$ cat config.mk
export PLATFORM = sky130hd
export DESIGN_NAME = cmd_addr_sched_flat
export DESIGN_NICKNAME = d
export VERILOG_FILES = /design/src/rtl/cmd_addr_sched_if.sv /design/src/rtl/cmd_addr_sched.sv /design/src/flat_wrapper.sv
export SDC_FILE = /design/constraint.sdc
export NUM_CORES = 1
export LEC_CHECK = 0
export ABC_AREA = 1
export CELL_PAD_IN_SITES_DETAIL_PLACEMENT = 0
export CELL_PAD_IN_SITES_GLOBAL_PLACEMENT = 1
export CORE_MARGIN = 2
export CORE_UTILIZATION = 50
export CTS_BUF_LIST = sky130_fd_sc_hd__clkbuf_8 sky130_fd_sc_hd__clkbuf_16
export CTS_CLUSTER_DIAMETER = 100
export DETAILED_ROUTE_END_ITERATION = 8
export HOLD_SLACK_MARGIN = 0.08
export PLACE_DENSITY = 0.81
export SYNTH_ARGS = -nofsm -noshare
export SYNTH_HDL_FRONTEND = slang
export SYNTH_SLANG_ARGS = --single-unit
$ cat constraint.sdc
create_clock -name clk_div -period 4.35 [get_ports clk_div]
set_input_delay 0.87 -clock clk_div [delete_from_list [all_inputs] [get_ports clk_div]]
set_output_delay 0.87 -clock clk_div [all_outputs]
set_load 0.05 [all_outputs]
$ cat src/rtl/cmd_addr_sched_if.sv
// Command handshake bundle between a command source and cmd_addr_sched.
// The source drives the command word and cmd_valid; the scheduler returns cmd_ready.
interface cmd_addr_sched_if #(
    parameter int ADDRESS_NUMBER = 15,
    parameter int BANK_WIDTH     = 3,
    parameter int NUM_RANKS      = 1,
    parameter int WAIT_BITS      = 8
);
    logic                      cmd_valid;
    logic                      cmd_ready;
    logic [ADDRESS_NUMBER-1:0] cmd_a;
    logic [BANK_WIDTH-1:0]     cmd_ba;
    logic [2:0]                cmd_rcw;
    logic [NUM_RANKS-1:0]      cmd_cs;
    logic                      cmd_slot;
    logic [WAIT_BITS-1:0]      cmd_wait;

    modport master (
        output cmd_valid, cmd_a, cmd_ba, cmd_rcw, cmd_cs, cmd_slot, cmd_wait,
        input  cmd_ready
    );

    modport slave (
        input  cmd_valid, cmd_a, cmd_ba, cmd_rcw, cmd_cs, cmd_slot, cmd_wait,
        output cmd_ready
    );
endinterface

$ cat src/rtl/cmd_addr_sched.sv
// DDR3 command/address scheduler: FIFO-buffered commands issued one per clk_div cycle in a chosen slot, NOP-padded.
// Latency: push at edge E issues at E+1 earliest; cmd_ready drops at full, pause/WAIT/TRI stall pops.
module cmd_addr_sched #(
    parameter int ADDRESS_NUMBER  = 15,
    parameter int BANK_WIDTH      = 3,
    parameter int NUM_RANKS       = 1,
    parameter int FIFO_DEPTH_LOG2 = 4,
    parameter int WAIT_BITS       = 8
) (
    input  logic                        clk_div,
    input  logic                        rst_n,
    cmd_addr_sched_if.slave             cmd,
    input  logic [NUM_RANKS-1:0]        cke_in,
    input  logic [NUM_RANKS-1:0]        odt_in,
    input  logic                        pause,
    input  logic                        tri_req,
    output logic [2*ADDRESS_NUMBER-1:0] out_a,
    output logic [2*BANK_WIDTH-1:0]     out_ba,
    output logic [1:0]                  out_ras,
    output logic [1:0]                  out_cas,
    output logic [1:0]                  out_we,
    output logic [2*NUM_RANKS-1:0]      out_cs,
    output logic [2*NUM_RANKS-1:0]      out_cke,
    output logic [2*NUM_RANKS-1:0]      out_odt,
    output logic                        out_tri,
    output logic [FIFO_DEPTH_LOG2:0]    fifo_level,
    output logic                        busy
);
    localparam int LW    = FIFO_DEPTH_LOG2 + 1;
    localparam int DEPTH = 1 << FIFO_DEPTH_LOG2;
    localparam logic [FIFO_DEPTH_LOG2:0] DEPTH_LVL = {1'b1, {FIFO_DEPTH_LOG2{1'b0}}};

    localparam logic [1:0] ST_TRI  = 2'd0;
    localparam logic [1:0] ST_IDLE = 2'd1;
    localparam logic [1:0] ST_WAIT = 2'd2;

    typedef struct packed {
        logic [ADDRESS_NUMBER-1:0] a;
        logic [BANK_WIDTH-1:0]     ba;
        logic [2:0]                rcw;
        logic [NUM_RANKS-1:0]      cs;
        logic                      slot;
        logic [WAIT_BITS-1:0]      nop_cnt;
    } entry_t;

    entry_t                     mem [DEPTH];
    entry_t                     in_entry;
    entry_t                     head;
    logic [FIFO_DEPTH_LOG2-1:0] wr_ptr, rd_ptr;
    logic [FIFO_DEPTH_LOG2:0]   level, level_nxt;
    logic                       rdy_q;
    logic [1:0]                 state;
    logic [WAIT_BITS-1:0]       cnt;
    logic                       push, pop;

    logic [2*ADDRESS_NUMBER-1:0] iss_a;
    logic [2*BANK_WIDTH-1:0]     iss_ba;
    logic [2*NUM_RANKS-1:0]      iss_cs, cke_dup, odt_dup;
    logic [1:0]                  iss_ras, iss_cas, iss_we;

    assign in_entry = {cmd.cmd_a, cmd.cmd_ba, cmd.cmd_rcw, cmd.cmd_cs, cmd.cmd_slot, cmd.cmd_wait};
    assign head     = mem[rd_ptr];

    // cmd_ready is registered so it reads 0 throughout reset and rises on the first edge after release
    assign cmd.cmd_ready = rdy_q;
    assign push      = cmd.cmd_valid & rdy_q;
    assign pop       = (state == ST_IDLE) & ~tri_req & ~pause & (level != '0);
    assign level_nxt = level + LW'(push) - LW'(pop);

    assign fifo_level = level;
    assign out_tri    = (state == ST_TRI);
    assign busy       = (level != '0) | (state == ST_WAIT);

    // Unselected slot is driven high so the other half-cycle is a deselected NOP
    always_comb begin
        iss_a   = '0;
        iss_ba  = '0;
        iss_cs  = '1;
        cke_dup = '0;
        odt_dup = '0;
        for (int i = 0; i < ADDRESS_NUMBER; i++) iss_a[2*i +: 2] = {2{head.a[i]}};
        for (int i = 0; i < BANK_WIDTH; i++)     iss_ba[2*i +: 2] = {2{head.ba[i]}};
        for (int i = 0; i < NUM_RANKS; i++) begin
            iss_cs[2*i +: 2]  = head.slot ? {head.cs[i], 1'b1} : {1'b1, head.cs[i]};
            cke_dup[2*i +: 2] = {2{cke_in[i]}};
            odt_dup[2*i +: 2] = {2{odt_in[i]}};
        end
        iss_ras = head.slot ? {head.rcw[2], 1'b1} : {1'b1, head.rcw[2]};
        iss_cas = head.slot ? {head.rcw[1], 1'b1} : {1'b1, head.rcw[1]};
        iss_we  = head.slot ? {head.rcw[0], 1'b1} : {1'b1, head.rcw[0]};
    end

    always_ff @(posedge clk_div) begin
        if (push) mem[wr_ptr] <= in_entry;
    end

    always_ff @(posedge clk_div or negedge rst_n) begin
        if (!rst_n) begin
            wr_ptr  <= '0;
            rd_ptr  <= '0;
            level   <= '0;
            rdy_q   <= 1'b0;
            state   <= ST_TRI;
            cnt     <= '0;
            out_a   <= '0;
            out_ba  <= '0;
            out_ras <= 2'b11;
            out_cas <= 2'b11;
            out_we  <= 2'b11;
            out_cs  <= '1;
            out_cke <= '0;
            out_odt <= '0;
        end else begin
            wr_ptr  <= wr_ptr + FIFO_DEPTH_LOG2'(push);
            rd_ptr  <= rd_ptr + FIFO_DEPTH_LOG2'(pop);
            level   <= level_nxt;
            rdy_q   <= (level_nxt < DEPTH_LVL);
            out_cke <= cke_dup;
            out_odt <= odt_dup;
            out_ras <= 2'b11;
            out_cas <= 2'b11;
            out_we  <= 2'b11;
            out_cs  <= '1;
            case (state)
                ST_TRI: begin
                    if (!tri_req) state <= ST_IDLE;
                end
                ST_IDLE: begin
                    if (tri_req) begin
                        state <= ST_TRI;
                    end else if (pop) begin
                        out_a   <= iss_a;
                        out_ba  <= iss_ba;
                        out_ras <= iss_ras;
                        out_cas <= iss_cas;
                        out_we  <= iss_we;
                        out_cs  <= iss_cs;
                        if (head.nop_cnt != '0) begin
                            state <= ST_WAIT;
                            cnt   <= head.nop_cnt;
                        end
                    end
                end
                ST_WAIT: begin
                    cnt <= cnt - WAIT_BITS'(1);
                    if (cnt == WAIT_BITS'(1)) state <= ST_IDLE;
                end
                default: state <= ST_TRI;
            endcase
        end
    end
endmodule

$ cat src/flat_wrapper.sv
// flat-port wrapper written by rule: the top's interface ports become plain ports
module cmd_addr_sched_flat 
#(
    parameter int ADDRESS_NUMBER  = 15,
    parameter int BANK_WIDTH      = 3,
    parameter int NUM_RANKS       = 1,
    parameter int FIFO_DEPTH_LOG2 = 4,
    parameter int WAIT_BITS       = 8
)
  (clk_div, rst_n, cke_in, odt_in, pause, tri_req, out_a, out_ba, out_ras, out_cas, out_we, out_cs, out_cke, out_odt, out_tri, fifo_level, busy, cmd_cmd_valid, cmd_cmd_a, cmd_cmd_ba, cmd_cmd_rcw, cmd_cmd_cs, cmd_cmd_slot, cmd_cmd_wait, cmd_cmd_ready);
  cmd_addr_sched_if #(.ADDRESS_NUMBER(ADDRESS_NUMBER), .BANK_WIDTH(BANK_WIDTH), .NUM_RANKS(NUM_RANKS), .WAIT_BITS(WAIT_BITS)) cmd_i ();
  input  logic clk_div;
  input  logic rst_n;
  input  logic [NUM_RANKS-1:0] cke_in;
  input  logic [NUM_RANKS-1:0] odt_in;
  input  logic pause;
  input  logic tri_req;
  output logic [2*ADDRESS_NUMBER-1:0] out_a;
  output logic [2*BANK_WIDTH-1:0] out_ba;
  output logic [1:0] out_ras;
  output logic [1:0] out_cas;
  output logic [1:0] out_we;
  output logic [2*NUM_RANKS-1:0] out_cs;
  output logic [2*NUM_RANKS-1:0] out_cke;
  output logic [2*NUM_RANKS-1:0] out_odt;
  output logic out_tri;
  output logic [FIFO_DEPTH_LOG2:0] fifo_level;
  output logic busy;
  input wire logic [$bits(cmd_i.cmd_valid)-1:0] cmd_cmd_valid;
  input wire logic [$bits(cmd_i.cmd_a)-1:0] cmd_cmd_a;
  input wire logic [$bits(cmd_i.cmd_ba)-1:0] cmd_cmd_ba;
  input wire logic [$bits(cmd_i.cmd_rcw)-1:0] cmd_cmd_rcw;
  input wire logic [$bits(cmd_i.cmd_cs)-1:0] cmd_cmd_cs;
  input wire logic [$bits(cmd_i.cmd_slot)-1:0] cmd_cmd_slot;
  input wire logic [$bits(cmd_i.cmd_wait)-1:0] cmd_cmd_wait;
  output wire logic [$bits(cmd_i.cmd_ready)-1:0] cmd_cmd_ready;
  assign cmd_i.cmd_valid = cmd_cmd_valid;
  assign cmd_i.cmd_a = cmd_cmd_a;
  assign cmd_i.cmd_ba = cmd_cmd_ba;
  assign cmd_i.cmd_rcw = cmd_cmd_rcw;
  assign cmd_i.cmd_cs = cmd_cmd_cs;
  assign cmd_i.cmd_slot = cmd_cmd_slot;
  assign cmd_i.cmd_wait = cmd_cmd_wait;
  assign cmd_cmd_ready = cmd_i.cmd_ready;
  cmd_addr_sched #(.ADDRESS_NUMBER(ADDRESS_NUMBER), .BANK_WIDTH(BANK_WIDTH), .NUM_RANKS(NUM_RANKS), .FIFO_DEPTH_LOG2(FIFO_DEPTH_LOG2), .WAIT_BITS(WAIT_BITS)) u_core (.clk_div(clk_div), .rst_n(rst_n), .cmd(cmd_i), .cke_in(cke_in), .odt_in(odt_in), .pause(pause), .tri_req(tri_req), .out_a(out_a), .out_ba(out_ba), .out_ras(out_ras), .out_cas(out_cas), .out_we(out_we), .out_cs(out_cs), .out_cke(out_cke), .out_odt(out_odt), .out_tri(out_tri), .fifo_level(fifo_level), .busy(busy));
endmodule
==> results.py, run 1 <==
metrics = {
    "run_status": {
        "status": "complete, no violations",
    },
    "logic_synthesis": {
        "synth-edff-count": 496,
        "synth_fp_nets": 1760,
        "ys_seq_area_share_pct": 74.0,
        "synth_cells": 1710,
        "synthesis.yosys.warnings": 0,
        "syn-cell-area_um2": 21900,
        "netlist-cell-type-count": 36,
        "syn_area_per_cell_um2": 12.8,
        "yosys_most_used_dff": "sky130_fd_sc_hd__edfxtp_1",
        "ys_async_sr_fraction_pct": 9.49,
        "ys_seq_elements": 548,
    },
    "critical_path": {
        "timing.critical_path.arrival_ps": 2770,
        "cpLargestDelayFamily": "buffers and inverters",
        "end_kind": "output port",
        "timing.critical_path.required_ps": 3480,
        "cell_with_the_largest_stage_delay_on_the_worst_path": "sky130_fd_sc_hd__clkdlybuf4s50_1",
        "crit_path_start_kind": "flip-flop",
        "timing.setup.critical_path_class": "reg2out",
        "critical-path-top-cell-by-count": "sky130_fd_sc_hd__inv_1",
        "crit_chain": "inv_1, nor2_1, inv_1, nand2_1, clkdlybuf4s50_1",
        "cp_num_buf_inv": 3,
        "timing.critical_path.slowest_cell_delay_ps": 810,
        "reg2reg_setup_slack_ps": 1300,
        "crit_path_max_fanout": 11,
        "crit-reg2reg-launch": "u_core.rd_ptr[0]",
        "crit_path_start": "u_core.state[1]",
    },
    "clock_tree": {
        "h-tree-depth": 2,
        "cts.clk_slew.worst_paths_ps": 60,
        "cts-hold-fix-buffers": 0,
        "cts-root-buf": "sky130_fd_sc_hd__clkbuf_16",
        "cts_inserted_buffers": 56,
        "post_cts_resized": 0,
        "postCtsSetupRepairBufs": 0,
        "clkLatencyLatePin_ps": 600,
        "cts_max_path_buffers": 3,
        "cts_num_sinks": 548,
        "tritoncts": "yes",
    },
    "floorplanning": {
        "initial_core_util_pct": 50.7,
        "ios": 94,
        "core_region_area_um2": 43200,
        "floorplan.die.height_um": 213,
        "row_count": 76,
        "die_x_um": 213,
        "die_area_um2": 45500,
    },
    "detailed_routing": {
        "num_vias": 13700,
        "drcViolationCount": 0,
        "routed_via_density": 5.71,
        "drt_iter0_markers": 1499,
        "routed_wirelength_um": 51800,
        "routed_wire_length_per_instance_um": 21.6,
        "drt_pass1_iterations": 8,
        "antenna_left": 0,
    },
    "sta": {
        "clock.fmax_mhz": 275,
        "report.final.hold_viol_count": 0,
        "setup_total_negative_slack_ps": 0,
        "report.final.setup_viol": 0,
        "timing.clock.skew_ps": 22.4,
        "finalWorstSetupSlack_ps": 711,
        "final.period_utilization_pct": 83.7,
        "grt_setup_unrepaired": "false",
        "timing.final.max_slew_violations": 0,
        "tightestPinTransition_ps": 1120,
        "layout_min_cycle_time_ps": 3640,
        "max_slew_margin_pct": 25.1,
    },
    "min_path": {
        "worstHoldPathType": "in2async",
    },
    "final_layout": {
        "flow.area_growth_from_synthesis_pct": 14.3,
        "fraction_of_final_layout_cells_sized_beyond_drive_strength_1_pct": 8.48,
        "n_antenna_cell": 0,
        "layout.filler_cells": 3473,
        "stdcell_area_um2": 25000,
        "finalNetCount": 1822,
    },
    "global_routing": {
        "total_gr_overflow": 0,
        "grt_pass1_wl_um": 79200,
        "track_usage_pct": 23.2,
        "antenna_found_initial": 0,
        "first_global_vias": 13500,
        "grt_start_max_net_pins": 115,
    },
    "power_and_ir_drop": {
        "totalPowerFinal_w": 0.0170,
        "power.density_nw_per_um2": 678,
        "leakage_power_nw": 8.55,
        "max-vdd-ir-drop_v": 0.000433,
    },
    "placed_design": {
        "placed_area_um2": 23300,
        "place_hpwl_um": 29600,
        "post-place-ws_ps": 1030,
        "globalplace.congestion": 0.867,
        "place.port_buffers": 93,
    },
    "job": {
        "drv.max_cap_violation_count": 0,
    },
}
-- per-stage QoR --
stage / hold slack [ps] / utilization, % / std cells
after floorplan: 464 / - / 1710
after global placement: 503 / 54.1 / 2299
after detailed placement: 511 / 54.1 / 2299
after CTS: 486 / 58.0 / 2402
after global routing: 540 / 58.0 / 2402
final: 500 / 58.0 / 2402
-- worst reg2reg max path: stages, from the launching register on --
cell	delay, ps
sky130_fd_sc_hd__dfrtp_4	440
sky130_fd_sc_hd__buf_4	550
sky130_fd_sc_hd__buf_4	910
sky130_fd_sc_hd__o21ai_0	400
sky130_fd_sc_hd__o221ai_1	330
sky130_fd_sc_hd__o211ai_1	130
sky130_fd_sc_hd__a31oi_1	200
-- per-layer routing --
layer / global-route usage (%) / part of all wire (%) / up-vias
met1: 31.5 / 42 / 6850
met2: 39.0 / 50 / 465
met3: 3.28 / 5.8 / 84
met5: 0 / 0 / -
li1: - / - / 6311
met4: 7.18 / 2.4 / 0
-- synth_stat cells (6+ instances only) --
master                       n  area [um^2]
sky130_fd_sc_hd__edfxtp_1  496        14900
sky130_fd_sc_hd__nor2_1    303         1140
sky130_fd_sc_hd__nand2_1   227          852
sky130_fd_sc_hd__o21ai_0   202         1010
sky130_fd_sc_hd__o221ai_1   62          543
sky130_fd_sc_hd__nand3_1    61          305
sky130_fd_sc_hd__clkbuf_1   58          218
sky130_fd_sc_hd__dfrtp_1    44         1100
sky130_fd_sc_hd__inv_1      40          150
sky130_fd_sc_hd__buf_4      32          240
sky130_fd_sc_hd__o211ai_1   29          218
sky130_fd_sc_hd__o22ai_1    29          181
sky130_fd_sc_hd__buf_2      24          120
sky130_fd_sc_hd__a31oi_1    21          131
sky130_fd_sc_hd__a21oi_1    16         80.1
sky130_fd_sc_hd__ha_1       11          138
sky130_fd_sc_hd__dfstp_2     8          210
sky130_fd_sc_hd__nand4_1     8         50.1
sky130_fd_sc_hd__xor2_1      8         70.1
sky130_fd_sc_hd__buf_6       6         67.6
sky130_fd_sc_hd__inv_2       6         22.5
-- area by class of cell --
class / instances / area (um^2) / area share [%]
well taps: 585 / 732 / 2.92
inverters: 46 / 179 / 0.715
flip-flops and latches: 548 / 16200 / 64.8
multi-input cells: 993 / 4990 / 19.9
clock inverters: 46 / 269 / 1.07
repair buffers: 127 / 1230 / 4.92
clock buffers: 57 / 1430 / 5.70
-- final timing paths --
check / end / cells after the start
max: busy / 5
max reg2reg: u_core.out_a[15] / 6
max in group asynchronous: u_core.out_a[25] / 2
min in group clk_div: u_core.cnt[1] / 2
min reg2reg: u_core.cnt[1] / 2
min: u_core.cnt[5] / 1
-- cell usage in the layout, fill, tap and decap left out, types with 21 or more instances in the layout --
| cell | instances |
|---|---|
| sky130_fd_sc_hd__nand2_1 | 227 |
| sky130_fd_sc_hd__nor2_1 | 287 |
| sky130_fd_sc_hd__o221ai_1 | 62 |
| sky130_fd_sc_hd__edfxtp_1 | 496 |
| sky130_fd_sc_hd__buf_4 | 30 |
| sky130_fd_sc_hd__o22ai_1 | 29 |
| sky130_fd_sc_hd__o21ai_0 | 202 |
| sky130_fd_sc_hd__clkdlybuf4s50_1 | 92 |
| sky130_fd_sc_hd__inv_1 | 47 |
| sky130_fd_sc_hd__o211ai_1 | 29 |
| sky130_fd_sc_hd__nand3_1 | 61 |
| sky130_fd_sc_hd__clkbuf_16 | 57 |
| sky130_fd_sc_hd__dfrtp_1 | 41 |
| sky130_fd_sc_hd__a31oi_1 | 21 |
-- flip-flops by register name, summed over array words and instances, names as in the netlist, 3 cells and up --
register and cells:
u_core.cnt 8, u_core.fifo_level 5, u_core.mem 496, u_core.out_a 15, u_core.out_ba 3, u_core.rd_ptr 4, u_core.wr_ptr 4
-- cell families after synthesis --
logic type	share of synthesized area, %
flip-flops	74.0
adder cells (fa/ha/maj)	0.720
buffers and inverters	3.79
AO/OA/AOI/OAI	9.98
XOR/XNOR	0.360
AND/OR/NAND/NOR	11.1
-- power by group --
part           internal [W]  switching [W]  leakage [nW]  total, W
Combinational       0.00169        0.00423          2.63   0.00592
Clock               0.00249        0.00197         0.863   0.00445
Sequential          0.00629       0.000311          5.06   0.00660
Total                0.0105        0.00651          8.55    0.0170
No activity file was read; power rests on OpenSTA's default activity.
==> inputs of run 2 (changes only) <==
--- a/config.mk
+++ b/config.mk
@@ -9,12 +9,12 @@
 export CELL_PAD_IN_SITES_DETAIL_PLACEMENT = 0
 export CELL_PAD_IN_SITES_GLOBAL_PLACEMENT = 1
 export CORE_MARGIN = 2
-export CORE_UTILIZATION = 50
+export CORE_UTILIZATION = 45
 export CTS_BUF_LIST = sky130_fd_sc_hd__clkbuf_8 sky130_fd_sc_hd__clkbuf_16
 export CTS_CLUSTER_DIAMETER = 100
 export DETAILED_ROUTE_END_ITERATION = 8
 export HOLD_SLACK_MARGIN = 0.08
-export PLACE_DENSITY = 0.81
+export PLACE_DENSITY = 0.77
 export SYNTH_ARGS = -nofsm -noshare
 export SYNTH_HDL_FRONTEND = slang
 export SYNTH_SLANG_ARGS = --single-unit
==> constraint.sdc (replaced) <==
create_clock -name clk_div -period 3 [get_ports clk_div]
set_input_delay 0.6 -clock clk_div [delete_from_list [all_inputs] [get_ports clk_div]]
set_output_delay 0.6 -clock clk_div [all_outputs]
set_load 0.05 [all_outputs]
==> results.py, run 2 (same netlist as run 1, synthesis figures left out) <==
metrics = {
    "run_status": {
        "status": "complete, no violations",
    },
    "sta": {
        "tightestPinTransition_ps": 820,
        "report.final.setup_viol": 0,
        "setup_total_negative_slack_ps": 0,
        "max_slew_margin_pct": 45.3,
        "finalWorstSetupSlack_ps": 420,
        "report.final.hold_viol_count": 0,
        "clock.fmax_mhz": 388,
        "timing.clock.skew_ps": 17.0,
        "layout_min_cycle_time_ps": 2580,
        "grt_setup_unrepaired": "false",
        "final.period_utilization_pct": 86.0,
        "timing.final.max_slew_violations": 0,
    },
    "floorplanning": {
        "ios": 94,
        "core_region_area_um2": 47800,
        "initial_core_util_pct": 45.8,
        "die_x_um": 225,
        "die_area_um2": 50400,
        "floorplan.die.height_um": 225,
        "row_count": 80,
    },
    "global_routing": {
        "grt_pass1_wl_um": 80500,
        "use_met3_pct": 2.57,
        "gr_layer_usage_met2_pct": 35.0,
        "total_gr_overflow": 0,
        "top_usage_layer": "met2",
        "antenna_found_initial": 0,
        "grt_start_max_net_pins": 90,
        "track_usage_pct": 21.0,
        "grt.met1_usage_pct": 28.9,
        "first_global_vias": 13700,
    },
    "final_layout": {
        "largest-register": "u_core.mem",
        "final_core_utilization_pct": 53.5,
        "layout.filler_cells": 3948,
        "area_of_all_sequential_standard_cells_um2": 16200,
        "multiInputGateArea_um2": 4990,
        "biggestRegsByFlops": "u_core.mem: 496 flops, u_core.out_a: 15 flops, u_core.cnt: 8 flops",
        "finalNetCount": 1843,
        "flow.area_growth_from_synthesis_pct": 16.9,
        "fraction_of_final_layout_cells_sized_beyond_drive_strength_1_pct": 9.53,
        "layout.cells.non_filler": 2452,
        "stdcell_area_um2": 25600,
        "largest_register_ffs": 496,
        "n_antenna_cell": 0,
        "mostFrequentLayoutCells": "496 x sky130_fd_sc_hd__edfxtp_1, 287 x sky130_fd_sc_hd__nor2_1, 227 x sky130_fd_sc_hd__nand2_1, 202 x sky130_fd_sc_hd__o21ai_0, 91 x sky130_fd_sc_hd__clkdlybuf4s50_1",
        "most_common_library_cell_in_the_layout_ignoring_fill_and_taps": "sky130_fd_sc_hd__edfxtp_1",
    },
    "detailed_routing": {
        "drt_iter0_markers": 1258,
        "routed_wire_length_per_instance_um": 21.3,
        "antenna_left": 0,
        "num_vias": 13800,
        "drcViolationCount": 0,
        "routed_via_density": 5.63,
        "drt_pass1_iterations": 5,
        "routed_wirelength_um": 52300,
    },
    "critical_path": {
        "reg2regPathDepth": 13,
        "crit_path_start_kind": "flip-flop",
        "worstReg2RegEnd": "u_core.fifo_level[4]",
        "timing.critical_path.required_ps": 3490,
        "timing.critical_path.arrival_ps": 3070,
        "timing.setup.critical_path_class": "reg2reg",
        "crit_path_max_fanout": 3,
        "reg2reg_setup_slack_ps": 420,
        "end_kind": "flip-flop",
        "crit-reg2reg-launch": "u_core.fifo_level[3]",
    },
    "placed_design": {
        "post-place-ws_ps": 142,
        "placed_area_um2": 23700,
        "globalplace.congestion": 0.784,
        "place_hpwl_um": 29600,
        "post-place-cells": 2350,
        "place.port_buffers": 93,
    },
    "clock_tree": {
        "cts_max_path_buffers": 3,
        "h-tree-depth": 2,
        "cts-root-buf": "sky130_fd_sc_hd__clkbuf_16",
        "tritoncts": "yes",
        "cts.clk_slew.worst_paths_ps": 60,
        "cts_inserted_buffers": 55,
        "postCtsSetupRepairBufs": 0,
        "clkLatencyLatePin_ps": 620,
        "cts_num_sinks": 548,
    },
    "min_path": {
        "worst_hold_path.num_cells": 1,
        "worstHoldEndpoint": "u_core.out_odt[0]",
        "worstHoldPathType": "in2reg",
        "min_from": "odt_in",
    },
    "power_and_ir_drop": {
        "max-vdd-ir-drop_v": 0.000573,
        "leakage_power_nw": 8.81,
        "power.density_nw_per_um2": 993,
    },
    "job": {
        "drv.max_cap_violation_count": 0,
    },
}
[run 2: changes by cell type in the layout (fill, tap and decap cells not counted), sizes merged, moves of 3 or more]
cell / before / now
clkinv: 32 / 16
inv: 55 / 61
bufinv: 2 / 9
buf: 35 / 57
clkbuf: 57 / 61
clkinvlp: 3 / 0
[run 2: worst max-delay path: stages, from the launching register on]
cell	delay [ps]
sky130_fd_sc_hd__dfrtp_1	410
sky130_fd_sc_hd__inv_1	90
sky130_fd_sc_hd__ha_1	150
sky130_fd_sc_hd__nand3_1	70
sky130_fd_sc_hd__nor2_1	230
sky130_fd_sc_hd__nor3_4	80
sky130_fd_sc_hd__ha_1	280
sky130_fd_sc_hd__inv_1	40
sky130_fd_sc_hd__ha_1	200
sky130_fd_sc_hd__fa_1	440
sky130_fd_sc_hd__a21oi_1	150
sky130_fd_sc_hd__o21bai_1	90
sky130_fd_sc_hd__xor2_1	190
sky130_fd_sc_hd__inv_1	60
[run 2: how the worst max path moves through the flow]
stage                                end                 start  cells after the start  slack [ps]
floorplan           u_core.fifo_level[4]  u_core.fifo_level[2]                     14          20
global placement    u_core.fifo_level[4]               tri_req                     12         160
detailed placement  u_core.fifo_level[4]               tri_req                     12         140
CTS                 u_core.fifo_level[4]  u_core.fifo_level[3]                     13         390
global route        u_core.fifo_level[4]  u_core.fifo_level[3]                     13         170
finish              u_core.fifo_level[4]  u_core.fifo_level[3]                     13         420
[run 2: report_power, final]
group	internal, W	total [W]	switching (W)
Clock	0.00428	0.00711	0.00284
Sequential	0.00912	0.00964	0.000524
Combinational	0.00260	0.00867	0.00607
[run 2: stage by stage]
stage / power (W) / hold slack, ps
6_report: 0.0254 / 436
5_1_grt: 0.0268 / 426
4_1_cts: 0.0256 / 411
3_5_place_dp: 0.0185 / 513
3_3_place_gp: 0.0183 / 497
2_1_floorplan: 0.0157 / 304
[run 2: layout make-up]
class	instances	share of cell area, %
well taps	615	3.01
clock buffers	61	5.74
clock inverters	40	1.71
multi-input cells	993	19.5
inverters	46	0.694
repair buffers	149	6.04
flip-flops and latches	548	63.3
[run 2: routing by layer]
layer	part of all wire, %	wire [um]	vias up
met5	0	0	-
met1	44	22800	6942
met4	2.5	1280	0
met3	5.2	2730	95
met2	49	25400	416
li1	-	-	6359
[run 2: repair_timing]
item                      CTS  global route
hold buffers                1             0
hold endpoints to repair    8             0
gates resized for setup     0             0
